**config.mk**
```make
export PLATFORM = sky130hd
export DESIGN_NAME = booth_mul_seq
export DESIGN_NICKNAME = d
export VERILOG_FILES = /design/src/rtl/booth_pkg.sv /design/src/rtl/booth_step_w.sv /design/src/rtl/booth_mul_seq.sv
export SDC_FILE = /design/constraint.sdc
export NUM_CORES = 1
export LEC_CHECK = 0
export CAP_MARGIN = 20
export CORE_ASPECT_RATIO = 1.5
export CORE_MARGIN = 2
export CORE_UTILIZATION = 49
export DETAILED_ROUTE_END_ITERATION = 8
export PLACE_DENSITY = 0.78
export SETUP_SLACK_MARGIN = 0.5
export SYNTH_ARGS = -nofsm -noshare
export SYNTH_HDL_FRONTEND = slang
export SYNTH_SLANG_ARGS = --single-unit
export TNS_END_PERCENT = 50
```
**constraint.sdc**
```tcl
create_clock -name clk -period 2.9 [get_ports clk]
set_clock_uncertainty 0.05 [all_clocks]
set_input_delay 0.58 -clock clk [delete_from_list [all_inputs] [get_ports clk]]
set_output_delay 0.58 -clock clk [all_outputs]
set_load 0.03 [all_outputs]
```
**src/rtl/booth_pkg.sv**
```systemverilog
`default_nettype none
// ============================================================================
//  Module      : booth_pkg
//  Description : Shared types for the sequential Booth multiplier: FSM state
//                enum, Booth digit encodings and multiplier-bit recoders.
//                The radix-4 recoder exists only when BOOTH_RADIX4_EN is
//                defined.
//  Revision    : 1.0 - initial release
// ============================================================================
package booth_pkg;

    // Controller states
    typedef enum logic [1:0] {
        IDLE = 2'd0,
        RUN  = 2'd1,
        DONE = 2'd2
    } state_t;

    // Booth digit applied to the accumulator in one step
    typedef logic [2:0] digit_t;

    localparam digit_t NOP  = 3'd0;
    localparam digit_t ADD  = 3'd1;
    localparam digit_t SUB  = 3'd2;
    localparam digit_t ADD2 = 3'd3;
    localparam digit_t SUB2 = 3'd4;

    // Radix-2 recoding of {Q[0], q(-1)}
    function automatic digit_t recode_r2(input logic [1:0] bits);
        digit_t d;
        case (bits)
            2'b10:   d = SUB;
            2'b01:   d = ADD;
            default: d = NOP;
        endcase
        return d;
    endfunction

`ifdef BOOTH_RADIX4_EN
    // Radix-4 recoding of {Q[1], Q[0], q(-1)} into 0, +/-A, +/-2A
    function automatic digit_t recode_r4(input logic [2:0] bits);
        digit_t d;
        case (bits)
            3'b001, 3'b010: d = ADD;
            3'b011:         d = ADD2;
            3'b100:         d = SUB2;
            3'b101, 3'b110: d = SUB;
            default:        d = NOP;
        endcase
        return d;
    endfunction
`endif

endpackage
`default_nettype wire

```
**src/rtl/booth_step_w.sv**
```systemverilog
`default_nettype none
// ============================================================================
//  Module      : booth_step_w
//  Description : One combinational Booth step: recode the low multiplier bits,
//                add/subtract the multiplicand multiple into the accumulator,
//                then arithmetic-shift {acc, Q, q(-1)} right. Radix-2 by
//                default; radix-4 (two bits per step) with BOOTH_RADIX4_EN.
//  Revision    : 1.0 - initial release
// ============================================================================
module booth_step_w
    import booth_pkg::*;
#(
    parameter int WE = 9
) (
    input  logic [WE-1:0] acc_in,
    input  logic [WE-1:0] q_in,
    input  logic          qm1_in,
    input  logic [WE-1:0] mcand,
    output logic [WE-1:0] acc_out,
    output logic [WE-1:0] q_out,
    output logic          qm1_out
);

    // The sum carries guard bits so the shifted result is exact for every
    // operand pair, including the most negative extended multiplicand.
`ifdef BOOTH_RADIX4_EN
    localparam int GW = WE + 2;
`else
    localparam int GW = WE + 1;
`endif

    logic [GW-1:0] mcand_g;
    logic [GW-1:0] acc_g;
    logic [GW-1:0] addend;
    logic [GW-1:0] sum;
    digit_t        digit;

    assign mcand_g = {{(GW-WE){mcand[WE-1]}}, mcand};
    assign acc_g   = {{(GW-WE){acc_in[WE-1]}}, acc_in};

    // Recode the multiplier bits currently at the bottom of Q
    always_comb begin
`ifdef BOOTH_RADIX4_EN
        digit = recode_r4({q_in[1:0], qm1_in});
`else
        digit = recode_r2({q_in[0], qm1_in});
`endif
    end

    // Select the multiplicand multiple for this digit
    always_comb begin
        addend = '0;
        case (digit)
            ADD:     addend = mcand_g;
            SUB:     addend = -mcand_g;
`ifdef BOOTH_RADIX4_EN
            ADD2:    addend = mcand_g << 1;
            SUB2:    addend = -(mcand_g << 1);
`endif
            default: addend = '0;
        endcase
    end

    assign sum = acc_g + addend;

    // Arithmetic right shift of {sum, Q, q(-1)}; the sign lives in the guard bits
    always_comb begin
`ifdef BOOTH_RADIX4_EN
        acc_out = sum[GW-1:2];
        q_out   = {sum[1:0], q_in[WE-1:2]};
        qm1_out = q_in[1];
`else
        acc_out = sum[GW-1:1];
        q_out   = {sum[0], q_in[WE-1:1]};
        qm1_out = q_in[0];
`endif
    end

endmodule
`default_nettype wire

```
**src/rtl/booth_mul_seq.sv**
```systemverilog
`default_nettype none
// ============================================================================
//  Module      : booth_mul_seq
//  Description : Sequential Booth multiplier, signed or unsigned WIDTH-bit
//                operands, 2*WIDTH-bit product. WIDTH must be even and >= 4.
//                Radix-2 (WIDTH+1 steps) by default; define BOOTH_RADIX4_EN
//                for radix-4 (WIDTH/2+1 steps). Asynchronous active-high rst.
//  Revision    : 1.0 - initial release
// ============================================================================
module booth_mul_seq
    import booth_pkg::*;
#(
    parameter int WIDTH = 8
) (
    input  logic               clk,
    input  logic               rst,
    input  logic               start,
    input  logic               signed_mode,
    input  logic [WIDTH-1:0]   multiplicand,
    input  logic [WIDTH-1:0]   multiplier,
    output logic               busy,
    output logic               done,
    output logic [2*WIDTH-1:0] product
);

`ifdef BOOTH_RADIX4_EN
    localparam int EW    = WIDTH + 2;
    localparam int STEPS = WIDTH / 2 + 1;
`else
    localparam int EW    = WIDTH + 1;
    localparam int STEPS = WIDTH + 1;
`endif
    localparam int            PW   = 2 * WIDTH;
    localparam int            CW   = $clog2(STEPS);
    localparam logic [CW-1:0] LAST = CW'(STEPS - 1);

    state_t        state;
    state_t        state_nx;
    logic [EW-1:0] acc;
    logic [EW-1:0] q;
    logic          qm1;
    logic [EW-1:0] mcand;
    logic [CW-1:0] count;

    logic [EW-1:0] step_acc;
    logic [EW-1:0] step_q;
    logic          step_qm1;
    logic          accept;
    logic          last_step;
    logic [EW-1:0] mcand_ext;
    logic [EW-1:0] mplier_ext;

    // start is only honoured when no operation is in flight
    assign accept    = start && ((state == IDLE) || (state == DONE));
    assign last_step = (state == RUN) && (count == LAST);

    // Sign- or zero-extend operands so unsigned values stay positive
    assign mcand_ext  = {{(EW-WIDTH){signed_mode & multiplicand[WIDTH-1]}}, multiplicand};
    assign mplier_ext = {{(EW-WIDTH){signed_mode & multiplier[WIDTH-1]}}, multiplier};

    booth_step_w #(
        .WE (EW)
    ) u_step (
        .acc_in  (acc),
        .q_in    (q),
        .qm1_in  (qm1),
        .mcand   (mcand),
        .acc_out (step_acc),
        .q_out   (step_q),
        .qm1_out (step_qm1)
    );

    // State register
    always_ff @(posedge clk or posedge rst) begin
        if (rst) begin
            state <= IDLE;
        end else begin
            state <= state_nx;
        end
    end

    // Next-state decode; DONE chains straight into RUN on a new start
    always_comb begin
        state_nx = state;
        case (state)
            IDLE:    if (start) state_nx = RUN;
            RUN:     if (count == LAST) state_nx = DONE;
            DONE:    state_nx = start ? RUN : IDLE;
            default: state_nx = IDLE;
        endcase
    end

    // Handshake outputs decoded from state
    always_comb begin
        busy = (state == RUN);
        done = (state == DONE);
    end

    // Operand capture on accepted start, one Booth step per RUN cycle
    always_ff @(posedge clk or posedge rst) begin
        if (rst) begin
            acc   <= '0;
            q     <= '0;
            qm1   <= 1'b0;
            mcand <= '0;
            count <= '0;
        end else if (accept) begin
            acc   <= '0;
            q     <= mplier_ext;
            qm1   <= 1'b0;
            mcand <= mcand_ext;
            count <= '0;
        end else if (state == RUN) begin
            acc   <= step_acc;
            q     <= step_q;
            qm1   <= step_qm1;
            count <= count + CW'(1);
        end
    end

    // Product latched from the final step, held until the next result
    always_ff @(posedge clk or posedge rst) begin
        if (rst) begin
            product <= '0;
        end else if (last_step) begin
            product <= PW'({step_acc, step_q});
        end
    end

endmodule
`default_nettype wire

```
Yosys cells after proc, flatten, opt, wreduce, memory -nomap -nowiden
Index checks and enable logic that the tools add are counted.
Widths: inputs -> output; s select.
{"block": "word_totals", "regBits": 50, "input_bits": 20, "output_inout_bits": 18, "wordCells": 41}
{"block": "classes", "add_sub_neg": 3, "n_eq_ne": 9, "n_mux": 14, "n_bitwise": 2, "n_reduce_logical": 6}
{"op": "$mux 9", "count": 4}
{"op": "$pmux 10 s2", "count": 1}
{"op": "$add 10x10->10", "count": 1}
{"op": "$neg 10->10", "count": 1}
{"op": "$mux 4", "count": 2}
{"op": "$eq 2x1->1 const B", "count": 3}
{"op": "$eq 2x2->1 const B", "count": 3}
{"op": "$pmux 2 s3", "count": 1}
{"op": "$add 4x1->4 const B", "count": 1}
{"op": "$eq 4x4->1 const B", "count": 1}
{"op": "$mux 2", "count": 2}
{"op": "$pmux 2 s2", "count": 1}
{"op": "$mux 1", "count": 3}
{"op": "$and 1x1->1", "count": 2}
{"op": "$logic_and 1x1->1", "count": 2}
{"op": "$logic_not 2->1", "count": 1}
{"op": "$ne 2x1->1 const B", "count": 1}
{"op": "$ne 2x2->1 const B", "count": 1}
{"op": "$reduce_and 2->1", "count": 1}
{"op": "$reduce_bool 2->1", "count": 1}
{"op": "$logic_or 1x1->1", "count": 1}

Logic depth before layout (Yosys ltp)
{"block": "depth", "depth_word": 7, "mapped_depth": 14, "depth_no_buf": 13}

By module
A second synthesis with hierarchy kept.
{"block": "unflattened", "cells_unflattened": 264, "area_unflattened_um2": 2765.2}
{"module": "booth_mul_seq", "instances": 1, "cells_each": 153, "area_per_inst_um2": 2016.9, "seq_area_each_um2": 1251.2}
{"module": "booth_step_w", "instances": 1, "cells_each": 111, "area_per_inst_um2": 748.2, "seq_area_each_um2": 0.0}

Worst setup path after synthesis
Ideal clock, no wire load.
{"block": "synth_timing", "path_kind": "register to register", "startpoint": "register qm1", "endpoint": "register acc[7]", "setup_ns": 0.122, "arrival_time_ns": 2.633, "t_required_ns": 2.728, "setup_slack_ns": 0.095, "path_stages_with_launch": 14, "n_path_buf": 1, "synth_period_minus_slack_ns": 2.805, "cell_sequence": "dfrtp_1 inv_1 ha_1 clkbuf_1 a211oi_1 ha_1 inv_1 fa_1 nor2b_1 o21a_1 o21ai_2 a211oi_1 o21ai_0 a32o_1"}
{"block": "synth_via", "elab_chain_cells": 7, "elab_cells_between_ends": 9, "cone_classes": "1 x add/sub; 4 x eq/ne; 4 x mux"}
{"item": "start, declared", "line": "booth_mul_seq.sv:41", "rtl": "logic qm1;"}
{"item": "start signal, assigned", "line": "booth_mul_seq.sv:116", "rtl": "qm1 <= step_qm1;"}
{"item": "$eq 2x1->1 or $eq 2x2->1 (tied branches)", "line": "booth_pkg.sv:31", "rtl": "case (bits)"}
{"item": "$pmux 2 s2 (*)", "line": "booth_pkg.sv:31"}
{"item": "$eq 2x2->1 or $eq 2x1->1 (tied branches)", "line": "booth_step_w.sv:53", "rtl": "case (digit)"}
{"item": "$pmux 10 s2 (*)", "line": "booth_step_w.sv:53"}
{"item": "$add 10x10->10 (*)", "line": "booth_step_w.sv:64", "rtl": "assign sum = acc_g + addend;"}
{"item": "$mux 9 (*)", "line": "booth_mul_seq.sv:113", "rtl": "end else if (state == RUN) begin"}
{"item": "$mux 9 (*)", "line": "booth_mul_seq.sv:107", "rtl": "end else if (accept) begin"}
{"item": "end signal, assigned", "line": "booth_mul_seq.sv:114", "rtl": "acc <= step_acc;"}
{"item": "end, declared", "line": "booth_mul_seq.sv:39", "rtl": "logic [EW-1:0] acc;"}
Mark *: on every way between the ends. The rest lies on a longest branch, timed or not. The select of a mux whose other input is x is not followed.
A chain may end at the register's enable or synchronous reset.

Final worst setup path
{"block": "layout_timing", "startpoint": "register qm1", "endpoint": "register product[12]"}
{"block": "layout_via", "elab_chain_cells": 5, "elab_cells_between_ends": 7, "cone_classes": "1 x add/sub; 4 x eq/ne; 2 x mux"}
{"item": "$eq 2x1->1 or $eq 2x2->1 (tied branches)", "line": "booth_pkg.sv:31"}
{"item": "$pmux 2 s2 (*)", "line": "booth_pkg.sv:31"}
{"item": "$eq 2x2->1 or $eq 2x1->1 (tied branches)", "line": "booth_step_w.sv:53"}
{"item": "$pmux 10 s2 (*)", "line": "booth_step_w.sv:53"}
{"item": "$add 10x10->10 (*)", "line": "booth_step_w.sv:64"}
{"item": "end signal, assigned", "line": "booth_mul_seq.sv:126", "rtl": "product <= PW'({step_acc, step_q});"}
{"item": "end, declared", "line": "booth_mul_seq.sv:23", "rtl": "output logic [2*WIDTH-1:0] product"}
Mark *: on every way between the ends. The rest lies on a longest branch, timed or not.

==> qor.yml <==
flow_run:
  drv_cap: 0
clocking:
  cts_buffers: 5
  clkTransAtPathRegs_ns: 0.10
  cts.sinks: 50
  clock_latency_ns: 0.31
  htree_num_levels: 2
  cts_hold_buffers: 0
  clock_path_buffers: 2
  clock_tree.root_cell: "clkbuf_8"
  cts_tree: "done"
timing:
  finalHoldViolCount: 0
  period_share: 0.979
  max_freq_mhz: 352
  min_period_ns: 2.84
  setup_viol: 0
  finalSetupTns_ns: 0
  finalMaxSlewViolations: 0
  slew_headroom: 0.427
  worst_pin_slew_ns: 0.858
  fin_ws_ns: 0.0598
  rsz0062_at_grt: "yes"
worst_setup_path:
  crit_chain: "buf_4 -> ha_4 -> inv_4 -> a211oi_2 -> ha_2 -> inv_2 -> fa_2 -> nor2b_1 -> o21a_1 -> buf_4 -> buf_4 -> nor2_2 -> xnor2_1 -> mux2_4"
  worst-setup-path-type: "reg2reg"
  crit_top_cell: "buf_4"
  critPathLaunchType: "flop"
  cp-end-kind: "flop"
  worstPathArrival_ns: 2.99
  cpMaxStageDelayCell: "dfrtp_1"
  reg2reg_depth: 14
  max_stage_delay_ns: 0.40
  required_ns: 3.05
  critPathMaxFanout: 6
logic_synthesis:
  synthAdderAreaFrac: 0.0733
  synth_compound_area_frac: 0.158
  syn_area_um2: 2660
  syn_inst: 277
  ys_seq_area_frac: 0.470
  synth.distinct_cells: 43
  synth_edf_count: 0
  yosys.area_share.simple: 0.172
  synth_warnings: 0
  synth_top_family_by_area: "simple AND/OR/NAND/NOR gates"
  ys.flop_type: "dfrtp_1"
  synthMuxAreaShare: 0.0710
  ys_async_sr_fraction: 1.00
  syn_area_per_cell_um2: 9.61
  ys_seq_elements: 50
  synth_xor_area_frac: 0.0164
  synthesis.nets: 312
floorplan:
  die_w_um: 64.2
  core_area_um2: 5200
  row_count: 32
  die_h_um: 94.3
  fp.dieArea_um2: 6050
  io_pins: 38
  initial_utilization: 0.512
global_routing:
  gr-usage-met3: 0.0324
  grt_use_total: 0.230
  use_met1: 0.260
  grt_pass1_wl_um: 10700
  grt-ovfl-total: 0
  grtUsageMet2: 0.416
  grt_max_degree: 51
  grt_pass1_vias: 2340
  antenna_found_initial: 0
  grt_busiest_layer: "met2"
cells_and_area:
  drive_gt1_frac: 0.279
  n_antenna_cell: 0
  fillerInstances: 374
  fin_util: 0.692
  syn_to_final_growth_pct: 35.2
  fin_cells: 412
  finalNetCount: 378
  regArea_um2: 1250
  multiInputGateArea_um2: 1480
routing:
  drc: 0
  ant_nets: 0
  dr.pass1.iters: 4
  drtIter0Drc: 118
  drt-total-wl_um: 6920
  vias_per_cell: 5.70
  routed-via-count: 2350
  wl_per_cell_um: 16.8
power:
  power_density_nw_per_um2: 1310
  p_total_mw: 4.72
  leakage_nw: 1.63
  peakVddDrop_mv: 0.833
place:
  place_inst: 377
  hpwl_um: 4330
  io_buffers: 37
  dp_slack_ns: 0.137
  gpl.final_weighted_congestion: 0.865
hold_path:
  hold_path_depth: 2
  hp-class: "reg2reg"
run_status:
  outcome: "completed"
-- where the power goes --
| group | internal (mW) | switching (mW) | total, mW |
|---|---|---|---|
| clock network | 0.258 | 0.235 | 0.493 |
| registers | 1.03 | 0.294 | 1.32 |
| logic | 1.41 | 1.50 | 2.91 |
-- cells in the mapped netlist (2+ instances only) --
library cell	count	area [um^2]
a211oi_1	3	22.5
a21o_1	4	30.0
a21oi_1	10	50.1
a22o_1	7	61.3
a22oi_1	7	52.6
a2bb2oi_1	2	17.5
a311oi_1	2	17.5
a31oi_1	2	12.5
a32o_1	2	20.0
and2_1	2	12.5
buf_2	2	10.0
buf_4	2	15.0
clkbuf_1	5	18.8
dfrtp_1	50	1250
ha_1	14	175
inv_1	15	56.3
mux2_2	15	169
mux2i_1	2	20.0
nand2_1	55	206
nand2b_1	2	12.5
nand3_1	5	25.0
nor2_1	18	67.6
nor2b_1	4	25.0
nor3_1	10	50.1
o21a_1	2	15.0
o21ai_0	13	65.1
or2_2	2	12.5
or3_1	2	12.5
xnor2_1	4	35.0
-- path summary, 6_finish.rpt --
path | to | startpoint | slack (ns)
hold reg to reg | acc[0] | acc[0] | 0.45
setup / recovery | product[12] | qm1 | 0.06
max in group asynchronous | mcand[7] | rst | 1.68
hold / removal | acc[0] | acc[0] | 0.45
setup reg to reg | product[12] | qm1 | 0.06
min in group asynchronous | product[11] | rst | 0.69
-- through the flow --
stage	hold slack (ns)	instance area [um^2]
floorplan	0.388	2730
global placement	0.403	3160
detailed placement	0.426	3160
CTS	0.445	3450
global route	0.462	3600
finish	0.451	3600
-- layout by cell type (no fill, tap or decap), types with 5 or more instances in the layout --
master | synthesis | final
ha_1 | 14 | 6
inv_1 | 15 | 6
inv_2 | 0 | 7
clkdlybuf4s50_1 | 0 | 37
a22oi_1 | 7 | 6
a22o_1 | 7 | 7
nor2_1 | 18 | 16
a21oi_2 | 0 | 5
nand3_1 | 5 | 5
mux2_2 | 15 | 13
nor3_1 | 10 | 8
dfrtp_1 | 50 | 50
a21oi_1 | 10 | 5
clkbuf_8 | 0 | 5
nand2_1 | 55 | 55
buf_4 | 2 | 32
o21ai_0 | 13 | 9
-- layout make-up --
class | count | area share
multi-input cells | 202 | 0.411
repair buffers | 69 | 0.170
clock inverters | 2 | 0.0104
well taps | 68 | 0.0236
clock buffers | 6 | 0.0202
inverters | 15 | 0.0177
flip-flops and latches | 50 | 0.347
-- timing repair --
| item | 4_1_cts | 5_1_grt |
|---|---|---|
| cloned | 0 | 0 |
| resized for setup | 17 | 18 |
| pin swaps | 20 | 16 |
| buffers inserted | 16 | 11 |
| endpoints found under the setup margin | 10 | 13 |
-- state kept, by name, summed over array words and instances, names as in the netlist --
register / cells
acc: 9
count: 4
mcand: 9
product: 16
q: 9
qm1: 1
state: 2
-- cell families (layout without fill, tap and decap cells) --
family / Yosys count / count (layout)
simple gates: 105 / 105
xor+xnor: 5 / 5
flops: 50 / 50
compound gates: 60 / 60
buf+inv: 25 / 92
fa+ha+maj: 15 / 15
mux: 17 / 17
-- worst max-delay path: cells and delay by family (launching register included) --
kind / cells / cell delay, ns
adders and majority gates: 3 / 0.75
buffers and inverters: 5 / 0.46
AOI/OAI and AO/OA: 2 / 0.42
DFF: 1 / 0.40
muxes: 1 / 0.27
and+or+nand+nor: 2 / 0.22
xor gates and xnor gates: 1 / 0.15
-- metal layers --
metal / vias to the layer above / routed length, um / part of all wire
met2: 78 / 3870 / 0.56
met1: 1156 / 2580 / 0.37
met3: 16 / 270 / 0.039
met5: - / 0 / 0
met4: 0 / 197 / 0.028
li1: 1100 / - / -
Note: power is estimated with default switching activity, not from simulation.
